## src/rtl/booth_pkg.sv

```systemverilog
// Shared types and constants for the radix-2 Booth multiplier control unit.
// Holds the state encoding, the {q0,q_lsb} decode constants and the output decode table.
package booth_pkg;

  localparam int BOOTH_N = 8;

  localparam logic [1:0] BOOTH_ADD = 2'b01;
  localparam logic [1:0] BOOTH_SUB = 2'b10;

  typedef enum logic [3:0] {
    S_IDLE,
    S_LD_M,
    S_LD_Q,
    S_DEC,
    S_ADD,
    S_SUB,
    S_SHF,
    S_OUT_A,
    S_OUT_Q,
    S_DONE
  } state_e;

  // c[k] is datapath strobe ck; c[5] is reserved and never set here.
  typedef struct packed {
    logic [7:0] c;
    logic       ready;
    logic       done;
  } ctrl_t;

  function automatic ctrl_t ctrl_decode(input state_e s);
    ctrl_t o;
    o = '0;
    case (s)
      S_IDLE:  o.ready = 1'b1;
      S_LD_M:  o.c[0]  = 1'b1;
      S_LD_Q:  o.c[1]  = 1'b1;
      S_ADD:   o.c[2]  = 1'b1;
      S_SUB:   o.c[3]  = 1'b1;
      S_SHF:   o.c[4]  = 1'b1;
      S_OUT_A: o.c[6]  = 1'b1;
      S_OUT_Q: o.c[7]  = 1'b1;
      S_DONE:  o.done  = 1'b1;
      default: o       = '0;
    endcase
    return o;
  endfunction

endpackage

```

## src/rtl/booth_cnt.sv

```systemverilog
// Booth iteration counter: cleared at operand load, advanced once per shift.
// Saturates at N-1 so it never wraps within an operation.
module booth_cnt import booth_pkg::*; #(
  parameter int N  = BOOTH_N,
  parameter int CW = $clog2(N)
) (
  input  logic          clk,
  input  logic          rst,
  input  logic          clr,
  input  logic          inc,
  output logic [CW-1:0] cnt,
  output logic          last
);

  assign last = (cnt == CW'(N - 1));

  // NOTE: sequential state uses non-blocking assignments so every register
  // samples pre-edge values regardless of block evaluation order.
  always_ff @(posedge clk) begin
    if (rst || clr) begin
      cnt <= '0;
    end else if (inc && !last) begin
      cnt <= cnt + CW'(1);
    end
  end

endmodule

```

## src/rtl/booth_ctrl.sv

```systemverilog
// Moore control FSM for the radix-2 Booth datapath: load, add/sub, shift, readout.
// All outputs are registered and reflect the current state only.
module booth_ctrl import booth_pkg::*; #(
  parameter  int N  = BOOTH_N,
  localparam int CW = $clog2(N)
) (
  input  logic          clk,
  input  logic          rst,
  input  logic          start,
  input  logic          q0,
  input  logic          q_lsb,
  output logic          c0,
  output logic          c1,
  output logic          c2,
  output logic          c3,
  output logic          c4,
  output logic          c5,
  output logic          c6,
  output logic          c7,
  output logic          ready,
  output logic          done,
  output logic [CW-1:0] cnt
);

  state_e  state;
  state_e  state_nxt;
  ctrl_t   ctrl_q;
  logic    cnt_clr;
  logic    cnt_inc;
  logic    cnt_last;

  assign cnt_clr = (state == S_LD_M);
  assign cnt_inc = (state == S_SHF);

  booth_cnt #(.N(N), .CW(CW)) u_cnt (
    .clk  (clk),
    .rst  (rst),
    .clr  (cnt_clr),
    .inc  (cnt_inc),
    .cnt  (cnt),
    .last (cnt_last)
  );

  // NOTE: state_nxt gets a default before the case so no path leaves it
  // unassigned, which would otherwise infer a latch.
  always_comb begin
    state_nxt = state;
    case (state)
      S_IDLE:  if (start) state_nxt = S_LD_M;
      S_LD_M:  state_nxt = S_LD_Q;
      S_LD_Q:  state_nxt = S_DEC;
      // q0/q_lsb have already settled from the LD_Q or SHF edge here.
      S_DEC: begin
        case ({q0, q_lsb})
          BOOTH_ADD: state_nxt = S_ADD;
          BOOTH_SUB: state_nxt = S_SUB;
          default:   state_nxt = S_SHF;
        endcase
      end
      S_ADD:   state_nxt = S_SHF;
      S_SUB:   state_nxt = S_SHF;
      S_SHF:   state_nxt = cnt_last ? S_OUT_A : S_DEC;
      S_OUT_A: state_nxt = S_OUT_Q;
      S_OUT_Q: state_nxt = S_DONE;
      S_DONE:  state_nxt = S_IDLE;
      default: state_nxt = S_IDLE;
    endcase
  end

  // Outputs are registered from the next-state decode so they line up with state.
  always_ff @(posedge clk) begin
    if (rst) begin
      state  <= S_IDLE;
      ctrl_q <= ctrl_decode(S_IDLE);
    end else begin
      state  <= state_nxt;
      ctrl_q <= ctrl_decode(state_nxt);
    end
  end

  assign {c7, c6, c5, c4, c3, c2, c1, c0} = ctrl_q.c;
  assign ready = ctrl_q.ready;
  assign done  = ctrl_q.done;

endmodule
```

## config.mk

```make
export PLATFORM = sky130hd
export DESIGN_NAME = booth_ctrl
export DESIGN_NICKNAME = d
export VERILOG_FILES = /design/src/rtl/booth_pkg.sv /design/src/rtl/booth_cnt.sv /design/src/rtl/booth_ctrl.sv
export SDC_FILE = /design/constraint.sdc
export NUM_CORES = 1
export LEC_CHECK = 0
export BUFFER_PORTS_ARGS = -buffer_cell sky130_fd_sc_hd__clkbuf_2
export CAP_MARGIN = 10
export CORE_UTILIZATION = 40
export CTS_CLUSTER_SIZE = 20
export DETAILED_ROUTE_END_ITERATION = 8
export PLACE_DENSITY_LB_ADDON = 0.12
export SYNTH_ARGS = -nofsm -noshare
export SYNTH_HDL_FRONTEND = slang
export SYNTH_HIERARCHICAL = 1
export SYNTH_SLANG_ARGS = --single-unit
export TNS_END_PERCENT = 30
```

## constraint.sdc

```tcl
create_clock -name clk -period 1.39 [get_ports clk]
set_input_delay 0.2085 -clock clk [delete_from_list [all_inputs] [get_ports clk]]
set_output_delay 0.2085 -clock clk [all_outputs]
set_load 0.05 [all_outputs]
```

==> results.md <==
- The number of remaining DRC errors is 0.
- After synthesis, the largest family of logic cells by area is simple AND/OR/NAND/NOR gates.
- The time the worst path needs with I/O delays and setup is 1.273 ns.
- Of the post-synthesis cell area, the part taken by muxes is 2.726%.
- The power density over the cells is 1117 nW/µm².
- The global-route congestion overflow total is 0.
- The library cell used most frequently in the layout, excluding fill and tap cells, is clkbuf_2.
- The internal portion of the total power is 0.6927 mW.
- The main flop type after synthesis is dfxtp_1.
- For this run, the post-layout net count is 105.
- The worst setup path is of the flip-flop to flip-flop kind.
- The final-report max-slew violation count was 0.
- The synthesized netlist devotes 13.97% of its cell area to compound gates.
- The element type at the critical path start is a flip-flop.
- The relative contribution of the clock network to total power is 23.8%.
- The die width is 44.85 µm.
- The count of state elements after synthesis is 16.
- The post-detailed-route count of antenna-violating nets is 0.
- Clock tree synthesis inserted a total of 3 buffers.
- The arrival time reported for the critical path endpoint is 1.46 ns.
- Data on the critical path is required at its endpoint by 1.57 ns.
- Of the cells placed in the final design, the portion with a size suffix greater than 1 is 43.75%.
- In this run the worst hold path is classified as primary input to flip-flop.
- The length of the first detailed-routing pass in iterations is 4.
- The global placer's final weighted congestion is 0.7777.
- The repair_antennas step left the layout with diodes totalling 0.
- In this run the cell area measured after placement is 868.3 µm².
- The number of H-tree levels is 1.
- For this design the total switching power over the nets is 0.3195 mW.
- The largest net degree at the start of global routing is 11.
- The root buffer cell chosen for the clock tree is clkbuf_4.
- The number of enable-type register cells in the synthesized netlist is 0.
- The count of cell types in the netlist is 33.
- Setup repair after global routing left no endpoint under its margin.
- Once the floorplan was initialized, standard cells occupied 42.54% of the core.
- The share of the clock period used by the worst path after layout is 91.56%.
- The number of global-route vias before repair was 537.
- Averaged over all synthesized cells, the footprint is 9.925 µm².
- The final hold violation count was 0.
- The synthesized netlist devotes 2.385% of its cell area to XOR and XNOR gates.
- The TritonCTS sink count is 16.
- Across every metal layer, demand over resource in global routing totals 15.55%.
- The upper clock frequency limit is 0.7857 GHz.
- The total chip power is 1.012 mW.
- Net switching is 31.57% of the power.
- The clock tree from TritonCTS is done.
- The number of design-rule violations left by the first detailed-router iteration is 7.
- The max-cap violation count is 0.
- Setup violations remaining at the end of the flow were counted as 0.
- The count of standard-cell rows is 15.
- The first global-routing pass estimated 2256 µm of wire.
- Registers are responsible for 50.6% of the overall power.
- The initial antenna violation count came to 0.
- 18 I/O pins were placed.
- The layout overhead on the synthesized area is 23.34%.
- Between clock sinks in the finished design, the worst skew comes to 0.008269 ns.
- Across the VDD grid, the largest voltage drop is 812.3 µV.
- The floorplan die height is 44.85 µm.
- The via count of the routed design is 575.
- The flow ran to the end, and the final reports show no timing, DRC or antenna violations.
- The half-perimeter wire length after detailed placement is 964.1 µm.
- After synthesis, the share of flip-flops with an asynchronous set or reset is 0%.
- During synthesis, Yosys emitted a total of 6 warnings.
- The cell count after synthesis is 74.
- In this run the standard cell core region covers 1727 µm².
- The area of the die is 2012 µm².
- The synthesized netlist devotes 5.111% of its cell area to adder and majority cells.
- The synthesized netlist net count is 82.
- Per report_power, the combinational group accounts for 25.6% of the total.
- The clock reaches the later pin of the worst-skew pair after 0.28 ns.
- For this design the static power due to leakage is 0.3860 nW.
- The portion of the post-synthesis area used by sequential elements is 43.61%.
- The vias per cell is 4.752.
- The deepest clock path buffer count is 2.
- The clock-pin slew reported for the worst setup and hold paths after clock tree synthesis is 0.09 ns.
- In the layout the commonest cells are clkbuf_2, dfxtp_1, nor2_1, buf_4, nor3_1.
- STA classifies the critical path endpoint as a flip-flop.
- The final instance area is 905.9 µm².
- After detailed routing, the total wire length is 1235 µm.
- The critical-path maximum fanout is 3.
- In this run the cell area of the synthesized design comes to 734.5 µm².
- The number of I/O port buffers is 16.
- Of the total synthesized cell area, the portion taken by AND, OR, NAND and NOR gates is 24.87%.
- Dividing the detail-routed wire length by the instance count gives 10.21 µm.
==> timing repair <==
item | 4_1_cts | 5_1_grt
gates resized for setup | 0 | 6
endpoints found under the setup margin | 0 | 8
hold buffers | 0 | 0
buffers inserted | 0 | 0
==> flip-flops by register name, indices dropped and copies added, names as in the netlist <==
| name | flops |
|---|---|
| c6 | 1 |
| state | 4 |
| c1 | 1 |
| done | 1 |
| c2 | 1 |
| c7 | 1 |
| ready | 1 |
| c3 | 1 |
| c0 | 1 |
| c4 | 1 |
| u_cnt/cnt | 3 |
==> power by group through the flow <==
stage | registers (mW) | clock network [mW] | logic (mW)
2_1_floorplan | 0.561 | 0 | 0.155
3_3_place_gp | 0.520 | 0 | 0.259
3_5_place_dp | 0.519 | 0 | 0.259
4_1_cts | 0.509 | 0.254 | 0.259
5_1_grt | 0.516 | 0.277 | 0.282
6_report | 0.512 | 0.241 | 0.259
==> synthesized netlist by cell type (all sizes together), types with 2 or more instances <==
library cell | instances | area (µm²)
a21oi | 3 | 15.01
xnor2 | 2 | 17.52
ha | 3 | 37.54
nand2 | 3 | 11.26
inv | 3 | 11.26
dfxtp | 16 | 320.3
o21ai | 3 | 15.01
nor3 | 7 | 51.30
nor2 | 9 | 33.78
mux2i | 2 | 20.02
buf | 5 | 38.78
==> metrics by stage <==
stage / hold WS (ns) / std cells / util [%] / setup slack, ns / setup TNS [ns]
final: 0.1832 / 121 / 52.46 / 0.1173 / 0
after global routing: 0.1869 / 121 / 52.46 / 0.001672 / 0
after CTS: 0.1897 / 121 / 51.81 / 0.02479 / 0
after detailed placement: 0.4872 / 117 / 50.29 / -0.1164 / -0.3167
after global placement: 0.4863 / 117 / 50.29 / -0.1026 / -0.2591
after floorplan: 0.2755 / 74 / - / 0.02219 / 0
==> kinds of logic (layout without fill, tap and decap cells) <==
family | Yosys count | after routing
XOR/XNOR | 2 | 2
AO/OA/AOI/OAI | 12 | 12
flip-flops | 16 | 16
adder cells (fa/ha/maj) | 3 | 3
buffers and inverters | 8 | 30
AND/OR/NAND/NOR | 30 | 30
multiplexers | 2 | 2
other | 1 | 1
==> final cells by class <==
class                   instances  area, µm²
clock inverters                 1      3.754
clock buffers                   3      22.52
inverters                       3      11.26
multi-input cells              50      371.6
repair buffers                 23      132.6
well taps                      25      31.28
flip-flops and latches         16      332.8
fillers                       176      820.8
==> final timing paths <==
kind,cells after the start,slack [ns],start,endpoint
setup reg to reg,5,0.12,u_cnt/cnt[0],u_cnt/cnt[1]
hold / removal,2,0.18,rst,state[1]
hold reg to reg,2,0.54,u_cnt/cnt[2],u_cnt/cnt[2]
setup / recovery,5,0.12,u_cnt/cnt[0],u_cnt/cnt[1]
==> routing by layer <==
layer | global-route usage [%] | up-vias | part of all wire, %
met5 | 0 | - | 0
met4 | 5.455 | 0 | 0.97
met3 | 6.000 | 2 | 5.6
met2 | 23.24 | 16 | 45
met1 | 20.50 | 262 | 48
li1 | - | 295 | -
==> critical path, stage by stage, from the launching register on <==
cell and delay (ns):
dfxtp_4 0.36, ha_1 0.20, ha_2 0.20, nor2b_4 0.16, mux2i_1 0.20, nor3_1 0.06
No activity file was read; power rests on OpenSTA's default activity.
